==> src/rtl/exec_result_pipe_if.sv <==
// Execute-result pipe bus: issue side, operand lookup/forwarding side and writeback.
interface exec_result_pipe_if #(
  parameter int DW = 128,
  parameter int AW = 7
);
  logic              issue_valid;
  logic [DW-1:0]     result_EX;
  logic [2:0]        latency_EX;
  logic [AW-1:0]     rt_addr;
  logic              flush;
  logic [3*AW-1:0]   lookup_addr;
  logic [2:0]        fwd_hit;
  logic [3*DW-1:0]   fwd_data;
  logic              stall;
  logic              wb_valid;
  logic [AW-1:0]     wb_addr;
  logic [DW-1:0]     wb_data;

  modport master (
    output issue_valid, result_EX, latency_EX, rt_addr, flush, lookup_addr,
    input  fwd_hit, fwd_data, stall, wb_valid, wb_addr, wb_data
  );
  modport slave (
    input  issue_valid, result_EX, latency_EX, rt_addr, flush, lookup_addr,
    output fwd_hit, fwd_data, stall, wb_valid, wb_addr, wb_data
  );
endinterface

==> src/rtl/exec_result_pipe.sv <==
// DEPTH-stage result shift pipe with writeback and 3-port forwarding/stall lookup.
// EXEC_RESULT_PIPE_FWD_EN enables forwarding; otherwise any in-flight match stalls.
module exec_result_pipe_port #(
  parameter int DEPTH = 7,
  parameter int DW    = 128,
  parameter int AW    = 7
) (
  input  logic [DEPTH:1]         v,
  input  logic [DEPTH:1][AW-1:0] rt,
  input  logic [DEPTH:1][2:0]    lat,
  input  logic [DEPTH:1][DW-1:0] data,
  input  logic [AW-1:0]          addr,
  output logic                   hit,
  output logic [DW-1:0]          dat,
  output logic                   stl
);
  logic          found;
  logic          rdy;
  logic [DW-1:0] sel;

  // Scan oldest to youngest so the youngest match overwrites; an entry at the
  // last stage is always ready, which clamps oversized latency codes.
  always_comb begin
    found = 1'b0;
    rdy   = 1'b0;
    sel   = '0;
    for (int k = DEPTH; k >= 1; k--) begin
      if (v[k] && rt[k] == addr) begin
        found = 1'b1;
        rdy   = (4'(k) > {1'b0, lat[k]}) || (k == DEPTH);
        sel   = data[k];
      end
    end
  end

`ifdef EXEC_RESULT_PIPE_FWD_EN
  assign hit = found & rdy;
  assign dat = (found && rdy) ? sel : '0;
  assign stl = found & ~rdy;
`else
  logic unused_fwd;
  assign unused_fwd = ^{rdy, sel};
  assign hit = 1'b0;
  assign dat = '0;
  assign stl = found;
`endif
endmodule

module exec_result_pipe #(
  parameter int DEPTH = 7,
  parameter int DW    = 128,
  parameter int AW    = 7
) (
  input  logic clk,
  input  logic rst_n,
  exec_result_pipe_if.slave bus
);
  logic [DEPTH:1]         v_q, v_d;
  logic [DEPTH:1][AW-1:0] rt_q, rt_d;
  logic [DEPTH:1][2:0]    lat_q, lat_d;
  logic [DEPTH:1][DW-1:0] data_q, data_d;

  // Flush kills every valid bit at the edge, including the one being issued.
  always_comb begin
    v_d[1]    = bus.issue_valid & ~bus.flush;
    rt_d[1]   = bus.rt_addr;
    lat_d[1]  = bus.latency_EX;
    data_d[1] = bus.result_EX;
    for (int k = 2; k <= DEPTH; k++) begin
      v_d[k]    = v_q[k-1] & ~bus.flush;
      rt_d[k]   = rt_q[k-1];
      lat_d[k]  = lat_q[k-1];
      data_d[k] = data_q[k-1];
    end
  end

  always_ff @(posedge clk or negedge rst_n) begin
    if (!rst_n) begin
      v_q    <= '0;
      rt_q   <= '0;
      lat_q  <= '0;
      data_q <= '0;
    end else begin
      v_q    <= v_d;
      rt_q   <= rt_d;
      lat_q  <= lat_d;
      data_q <= data_d;
    end
  end

  logic [2:0]         port_hit;
  logic [2:0]         port_stl;
  logic [2:0][DW-1:0] port_dat;

  for (genvar i = 0; i < 3; i++) begin : g_port
    exec_result_pipe_port #(.DEPTH(DEPTH), .DW(DW), .AW(AW)) u_port (
      .v    (v_q),
      .rt   (rt_q),
      .lat  (lat_q),
      .data (data_q),
      .addr (bus.lookup_addr[i*AW +: AW]),
      .hit  (port_hit[i]),
      .dat  (port_dat[i]),
      .stl  (port_stl[i])
    );
  end

  assign bus.fwd_hit  = port_hit;
  assign bus.fwd_data = port_dat;
  assign bus.stall    = |port_stl;
  assign bus.wb_valid = v_q[DEPTH];
  assign bus.wb_addr  = rt_q[DEPTH];
  assign bus.wb_data  = data_q[DEPTH];
endmodule

==> src/flat_wrapper.sv <==
// flat-port wrapper written by rule: the top's interface ports become plain ports
module exec_result_pipe_flat 
#(
  parameter int DEPTH = 7,
  parameter int DW    = 128,
  parameter int AW    = 7
)
  (clk, rst_n, bus_issue_valid, bus_result_EX, bus_latency_EX, bus_rt_addr, bus_flush, bus_lookup_addr, bus_fwd_hit, bus_fwd_data, bus_stall, bus_wb_valid, bus_wb_addr, bus_wb_data);
  exec_result_pipe_if #(.DW(DW), .AW(AW)) bus_i ();
  input  logic clk;
  input  logic rst_n;
  input wire logic [$bits(bus_i.issue_valid)-1:0] bus_issue_valid;
  input wire logic [$bits(bus_i.result_EX)-1:0] bus_result_EX;
  input wire logic [$bits(bus_i.latency_EX)-1:0] bus_latency_EX;
  input wire logic [$bits(bus_i.rt_addr)-1:0] bus_rt_addr;
  input wire logic [$bits(bus_i.flush)-1:0] bus_flush;
  input wire logic [$bits(bus_i.lookup_addr)-1:0] bus_lookup_addr;
  output wire logic [$bits(bus_i.fwd_hit)-1:0] bus_fwd_hit;
  output wire logic [$bits(bus_i.fwd_data)-1:0] bus_fwd_data;
  output wire logic [$bits(bus_i.stall)-1:0] bus_stall;
  output wire logic [$bits(bus_i.wb_valid)-1:0] bus_wb_valid;
  output wire logic [$bits(bus_i.wb_addr)-1:0] bus_wb_addr;
  output wire logic [$bits(bus_i.wb_data)-1:0] bus_wb_data;
  assign bus_i.issue_valid = bus_issue_valid;
  assign bus_i.result_EX = bus_result_EX;
  assign bus_i.latency_EX = bus_latency_EX;
  assign bus_i.rt_addr = bus_rt_addr;
  assign bus_i.flush = bus_flush;
  assign bus_i.lookup_addr = bus_lookup_addr;
  assign bus_fwd_hit = bus_i.fwd_hit;
  assign bus_fwd_data = bus_i.fwd_data;
  assign bus_stall = bus_i.stall;
  assign bus_wb_valid = bus_i.wb_valid;
  assign bus_wb_addr = bus_i.wb_addr;
  assign bus_wb_data = bus_i.wb_data;
  exec_result_pipe #(.DEPTH(DEPTH), .DW(DW), .AW(AW)) u_core (.clk(clk), .rst_n(rst_n), .bus(bus_i));
endmodule
==> config.mk <==
export PLATFORM = sky130hd
export DESIGN_NAME = exec_result_pipe_flat
export DESIGN_NICKNAME = d
export VERILOG_FILES = /design/src/rtl/exec_result_pipe_if.sv /design/src/rtl/exec_result_pipe.sv /design/src/flat_wrapper.sv
export SDC_FILE = /design/constraint.sdc
export NUM_CORES = 1
export LEC_CHECK = 0
export CORE_AREA = 2 2 268 270
export DETAILED_ROUTE_END_ITERATION = 10
export DIE_AREA = 0 0 270 272
export GPL_TIMING_DRIVEN = 1
export PLACE_DENSITY = 0.73
export SLEW_MARGIN = 20
export SYNTH_ARGS = -nofsm -noshare
export SYNTH_HDL_FRONTEND = slang
export SYNTH_SLANG_ARGS = --single-unit
==> constraint.sdc <==
create_clock -name clk -period 1.75 [get_ports clk]
set_input_delay 0.175 -clock clk [delete_from_list [all_inputs] [get_ports clk]]
set_output_delay 0.175 -clock clk [all_outputs]
set_load 0.02 [all_outputs]
[Word level (Yosys, flattened, before mapping)]
Cells that the tools add are included.
W data, S select, Z words.
Storage, ports and cells
  bits in registers: 952
  output and inout bits: 524
  word-level logic and storage cells: 87
Cells by class
  eq/ne operators: 21
  mux-type cells: 21
  bitwise gates (word level): 8
  reductions and logical operators: 22
Operator list (count)
  $eq A7 B7 Y1: 21
  $logic_and A1 B1 Y1: 21
  $mux W1: 21
  $and A1 B1 Y1: 7
  $reduce_or A3 Y1: 1
  $not A1 Y1: 1

[Longest topological paths before layout]
  word-level depth: 10
  depth in mapped cells: 7

[Hierarchy]
From an unflattened synthesis, not the netlist that was laid out.
Second synthesis, totals
  cells, all modules: 1605
  area, all modules: 29191.7 um2
Modules (own cells, without submodules)
  exec_result_pipe: instances 1, cells each 981, area an instance 24398.4 um2, sequential area each 24348.4 um2
  exec_result_pipe_port: instances 3, cells each 208, area an instance 1597.8 um2, sequential area each 0.0 um2

[Worst setup path before layout]
OpenSTA, ideal clock, no wires.
  kind: register -> output
  start: register u_core.rt_q (netlist bit u_core.rt_d[21])
  end: output bus_stall
  arrival time: 1.257 ns
  required time: 1.575 ns
  slack: 0.318 ns
  cell stages (with the launch flop): 7
  buffers on the path: 0
  cells stage by stage: dfrtp_1 > xor2_1 > nor4_1 > nand4_1 > o21ai_0 > nor4_1 > nand3_1
On the way
  longest elaborated chain between the ends: 6
  elaborated cells between the ends (all ways): 16
RTL lines
  from (decl): RTL line exec_result_pipe.sv:59  | logic [DEPTH:1][AW-1:0] rt_q, rt_d;
  from (signal assigned): RTL line exec_result_pipe.sv:85  | rt_q <= rt_d;
  $eq A7 B7 Y1: RTL line exec_result_pipe.sv:28  | if (v[k] && rt[k] == addr) begin
  $logic_and A1 B1 Y1: RTL line exec_result_pipe.sv:28
  $mux W1 (3 in series): RTL line exec_result_pipe.sv:28
  $reduce_or A3 Y1 (*): RTL line exec_result_pipe.sv:110  | assign bus.stall = |port_stl;
  to (decl): RTL line flat_wrapper.sv:20  | output wire logic [$bits(bus_i.stall)-1:0] bus_stall;
Mark *: on every way between the ends. The rest lies on a longest branch, timed or not.

[Worst setup path in the final report]
  start: register u_core.rt_q (netlist bit u_core.rt_d[17])
  end: output bus_stall
On the way
  longest elaborated chain between the ends: 5
  elaborated cells between the ends (all ways): 13
RTL lines (RTL line)
  $eq A7 B7 Y1: exec_result_pipe.sv:28
  $logic_and A1 B1 Y1: exec_result_pipe.sv:28
  $mux W1 (2 in series): exec_result_pipe.sv:28
  $reduce_or A3 Y1 (*): exec_result_pipe.sv:110
Marks and branches as above.

==> flow_metrics.py <==
metrics = {
    "run_status": {
        "status": "finished with violations",
        "violations": "setup timing",
    },
    "die": {
        "initial_core_util": 0.406,
        "die_width_um": 270,
        "coreArea_um2": 70800,
        "die_area_um2": 73400,
        "die_h_um": 272,
        "rows": 98,
        "ios": 687,
    },
    "synth": {
        "syn-instance-count": 1589,
        "syn_area_um2": 28700,
        "ys_seq_area_frac": 0.830,
        "ys_types": 15,
        "ys_ff_latch": 952,
        "syn-mean-instance-area_um2": 18.1,
        "ys_warn_count": 0,
    },
    "timing": {
        "setup-violations-final": 1,
        "hold_viol_final": 0,
        "period_needed_ns": 2.40,
        "slew_headroom": 0.635,
        "rsz0062_at_grt": "true",
        "period_share": 1.37,
        "skew_ns": 0.0356,
        "report.final.slew_viol_count": 0,
        "setup_ws_ns": -0.647,
        "fmax_mhz": 417,
        "worstMarginPinSlew_ns": 0.546,
    },
    "place": {
        "portBuffers": 296,
        "dpl_worst_slack_ns": -0.931,
        "dp_cells": 2923,
        "hpwl_mm": 33.6,
        "place_congestion": 0.935,
    },
    "setup_path": {
        "arrival_ns": 2.22,
        "worst-setup-path-type": "flop to output pin",
        "cp_cell_sequence": "xor2_1 > nor4_1 > nand4_1 > o21ai_1 > nor4_1 > nand3_1 > buf_6",
        "max_stage_delay_ns": 0.47,
        "rr_worst_depth": 2,
        "worst_ep_required_time_ns": 1.57,
        "start_kind": "flop",
        "cp_slowest_cell": "dfrtp_2",
        "cp-end-kind": "output pin",
        "crit_top_cell": "nor4_1",
        "critPathMaxFanout": 4,
    },
    "cts": {
        "cts.path.max_buffers": 3,
        "cts_made_buffers": 92,
        "cts_tree": "done",
        "cts_sinks": 952,
        "clkLatencyLatePin_ns": 0.64,
        "clk_pin_slew_ns": 0.06,
        "cts.htree.levels": 3,
        "cts_root_buf": "clkbuf_16",
    },
    "global_route": {
        "met1_usage": 0.174,
        "grt_pass1_vias": 13641,
        "grtUsageMet3": 0.0347,
        "overflow": 0,
        "antenna_found_initial": 4,
        "busiest_layer": "met2",
        "met2_usage": 0.245,
        "grt_max_degree": 76,
        "grt_pass1_wl_mm": 80.4,
        "grt_util_all_layers": 0.144,
    },
    "finish": {
        "layout-drive-gt1-share": 0.135,
        "fin_cells": 3216,
        "nets": 2352,
        "syn_to_final_growth_pct": 28.0,
    },
    "power": {
        "worst_ir_drop_vdd_uv": 1090,
        "powerDensity_nw_per_um2": 1290,
        "p_leak_nw": 17.0,
    },
    "routing": {
        "drc": 0,
        "first_pass_iters": 4,
        "via_per_inst": 3.84,
        "wl_per_cell_um": 16.3,
        "drt_wl_total_mm": 52.5,
        "drtAntennaViolNets": 0,
        "via_count": 12334,
        "drt_iter0_drc": 668,
    },
    "worst_hold_path": {
        "min-delay-path-class": "input pin to flop",
        "hold_depth": 1,
    },
    "run": {
        "cap_violations": 0,
    },
}
## cells in the mapped netlist
| master | instances | area share |
|---|---|---|
| nor4_1 | 12 | 0.0026 |
| o21ai_2 | 1 | 0.00031 |
| o21ai_1 | 5 | 0.00087 |
| xnor2_1 | 87 | 0.027 |
| buf_6 | 12 | 0.0047 |
| o21ai_0 | 4 | 0.00070 |
| dfrtp_1 | 952 | 0.83 |
| nor2_1 | 11 | 0.0014 |
| nand3_1 | 1 | 0.00017 |
| nor2b_1 | 7 | 0.0015 |
| nor3_1 | 1 | 0.00017 |
| buf_4 | 403 | 0.11 |
| xor2_1 | 60 | 0.018 |
| conb_1 | 1 | 0.00013 |
| nand4_1 | 32 | 0.0070 |
## stage by stage
step / total power (W) / hold slack, ns / utilization / TNS, ns / area (um2)
3_3_place_gp: 0.0267 / 0.104 / 0.457 / -0.947 / 32300
5_1_grt: 0.0493 / 0.00400 / 0.519 / -0.772 / 36700
2_1_floorplan: 0.0258 / -0.121 / - / 0 / 30100
3_5_place_dp: 0.0268 / 0.0989 / 0.457 / -0.931 / 32300
6_report: 0.0474 / 0.0358 / 0.519 / -0.647 / 36700
4_1_cts: 0.0480 / 0.000609 / 0.519 / -0.725 / 36700
## kinds of logic (layout without fill, tap and decap cells)
logic type,Yosys count,count (layout),synth area share
XOR/XNOR,147,147,0.0449
other,1,388,0.000131
AO/OA/AOI/OAI,10,10,0.00187
AND/OR/NAND/NOR,64,64,0.0129
flip-flops,952,952,0.830
buffers and inverters,415,705,0.110
## state kept, by name, indices dropped and copies added, names as in the netlist
| name | count |
|---|---|
| u_core.data_d | 768 |
| u_core.rt_d | 42 |
| u_core.bus.wb_addr | 7 |
| u_core.v_q | 7 |
| u_core.bus.wb_data | 128 |
## cell type report
type / instances / area [um2]
fillers: 5630 / 34000
flip-flops and latches: 952 / 23800
well taps: 950 / 1190
repair buffers: 535 / 5200
clock inverters: 41 / 651
diodes: 1 / 2.50
multi-input cells: 608 / 3200
clock buffers: 129 / 2650
## layer usage
metal	vias to the layer above	share of wire
met5	-	0.00080
met4	6	0.034
met3	120	0.064
met2	453	0.52
met1	6380	0.38
li1	5375	-
## path summary, 6_finish.rpt
path	end	startpoint	slack, ns
setup / recovery	bus_stall	u_core.rt_d[17]	-0.65
hold / removal	u_core.data_d[248]	bus_result_EX[120]	0.04
setup reg to reg	u_core.v_q[6]	u_core.v_q[5]	0.94
hold reg to reg	u_core.data_d[302]	u_core.data_d[174]	0.31
max in group asynchronous	u_core.data_d[407]	rst_n	0.87
min in group asynchronous	u_core.data_d[570]	rst_n	0.06
## cell usage in the layout, fill, tap and decap left out, drive strengths merged, types with 2 or more instances in the layout
cell type	count
buf	126
bufinv	11
clkbuf	130
clkdlybuf4s15	4
clkdlybuf4s50	159
clkinv	18
clkinvlp	5
conb	387
dfrtp	952
dlygate4sd2	126
dlygate4sd3	117
dlymetal6s2s	2
inv	7
nand4	32
nor2	11
nor2b	7
nor4	12
o21ai	10
xnor2	87
xor2	60
## critical path, delay by kind of cell, from the launching register on
| family | cells | cell delay [ns] |
|---|---|---|
| buffers and inverters | 1 | 0.14 |
| and+or+nand+nor | 4 | 0.67 |
| AOI/OAI and AO/OA | 1 | 0.12 |
| DFF | 1 | 0.47 |
| xor gates and xnor gates | 1 | 0.19 |
## power by group
| group | leakage, nW | internal [W] | switching, W |
|---|---|---|---|
| logic | 4.32 | 0.00108 | 0.00191 |
| clock network | 1.60 | 0.0124 | 0.00845 |
| registers | 11.1 | 0.0231 | 0.000415 |
| total | 17.0 | 0.0366 | 0.0108 |
## what timing repair did
| item | 4_1_cts | 5_1_grt |
|---|---|---|
| pin swaps | 6 | 6 |
| hold buffers | 116 | 1 |
| setup buffers | 5 | 0 |
| resized for setup | 170 | 11 |
| hold endpoints to repair | 722 | 1 |
| setup endpoints to repair | 134 | 5 |
No activity file was read; power rests on OpenSTA's default activity.
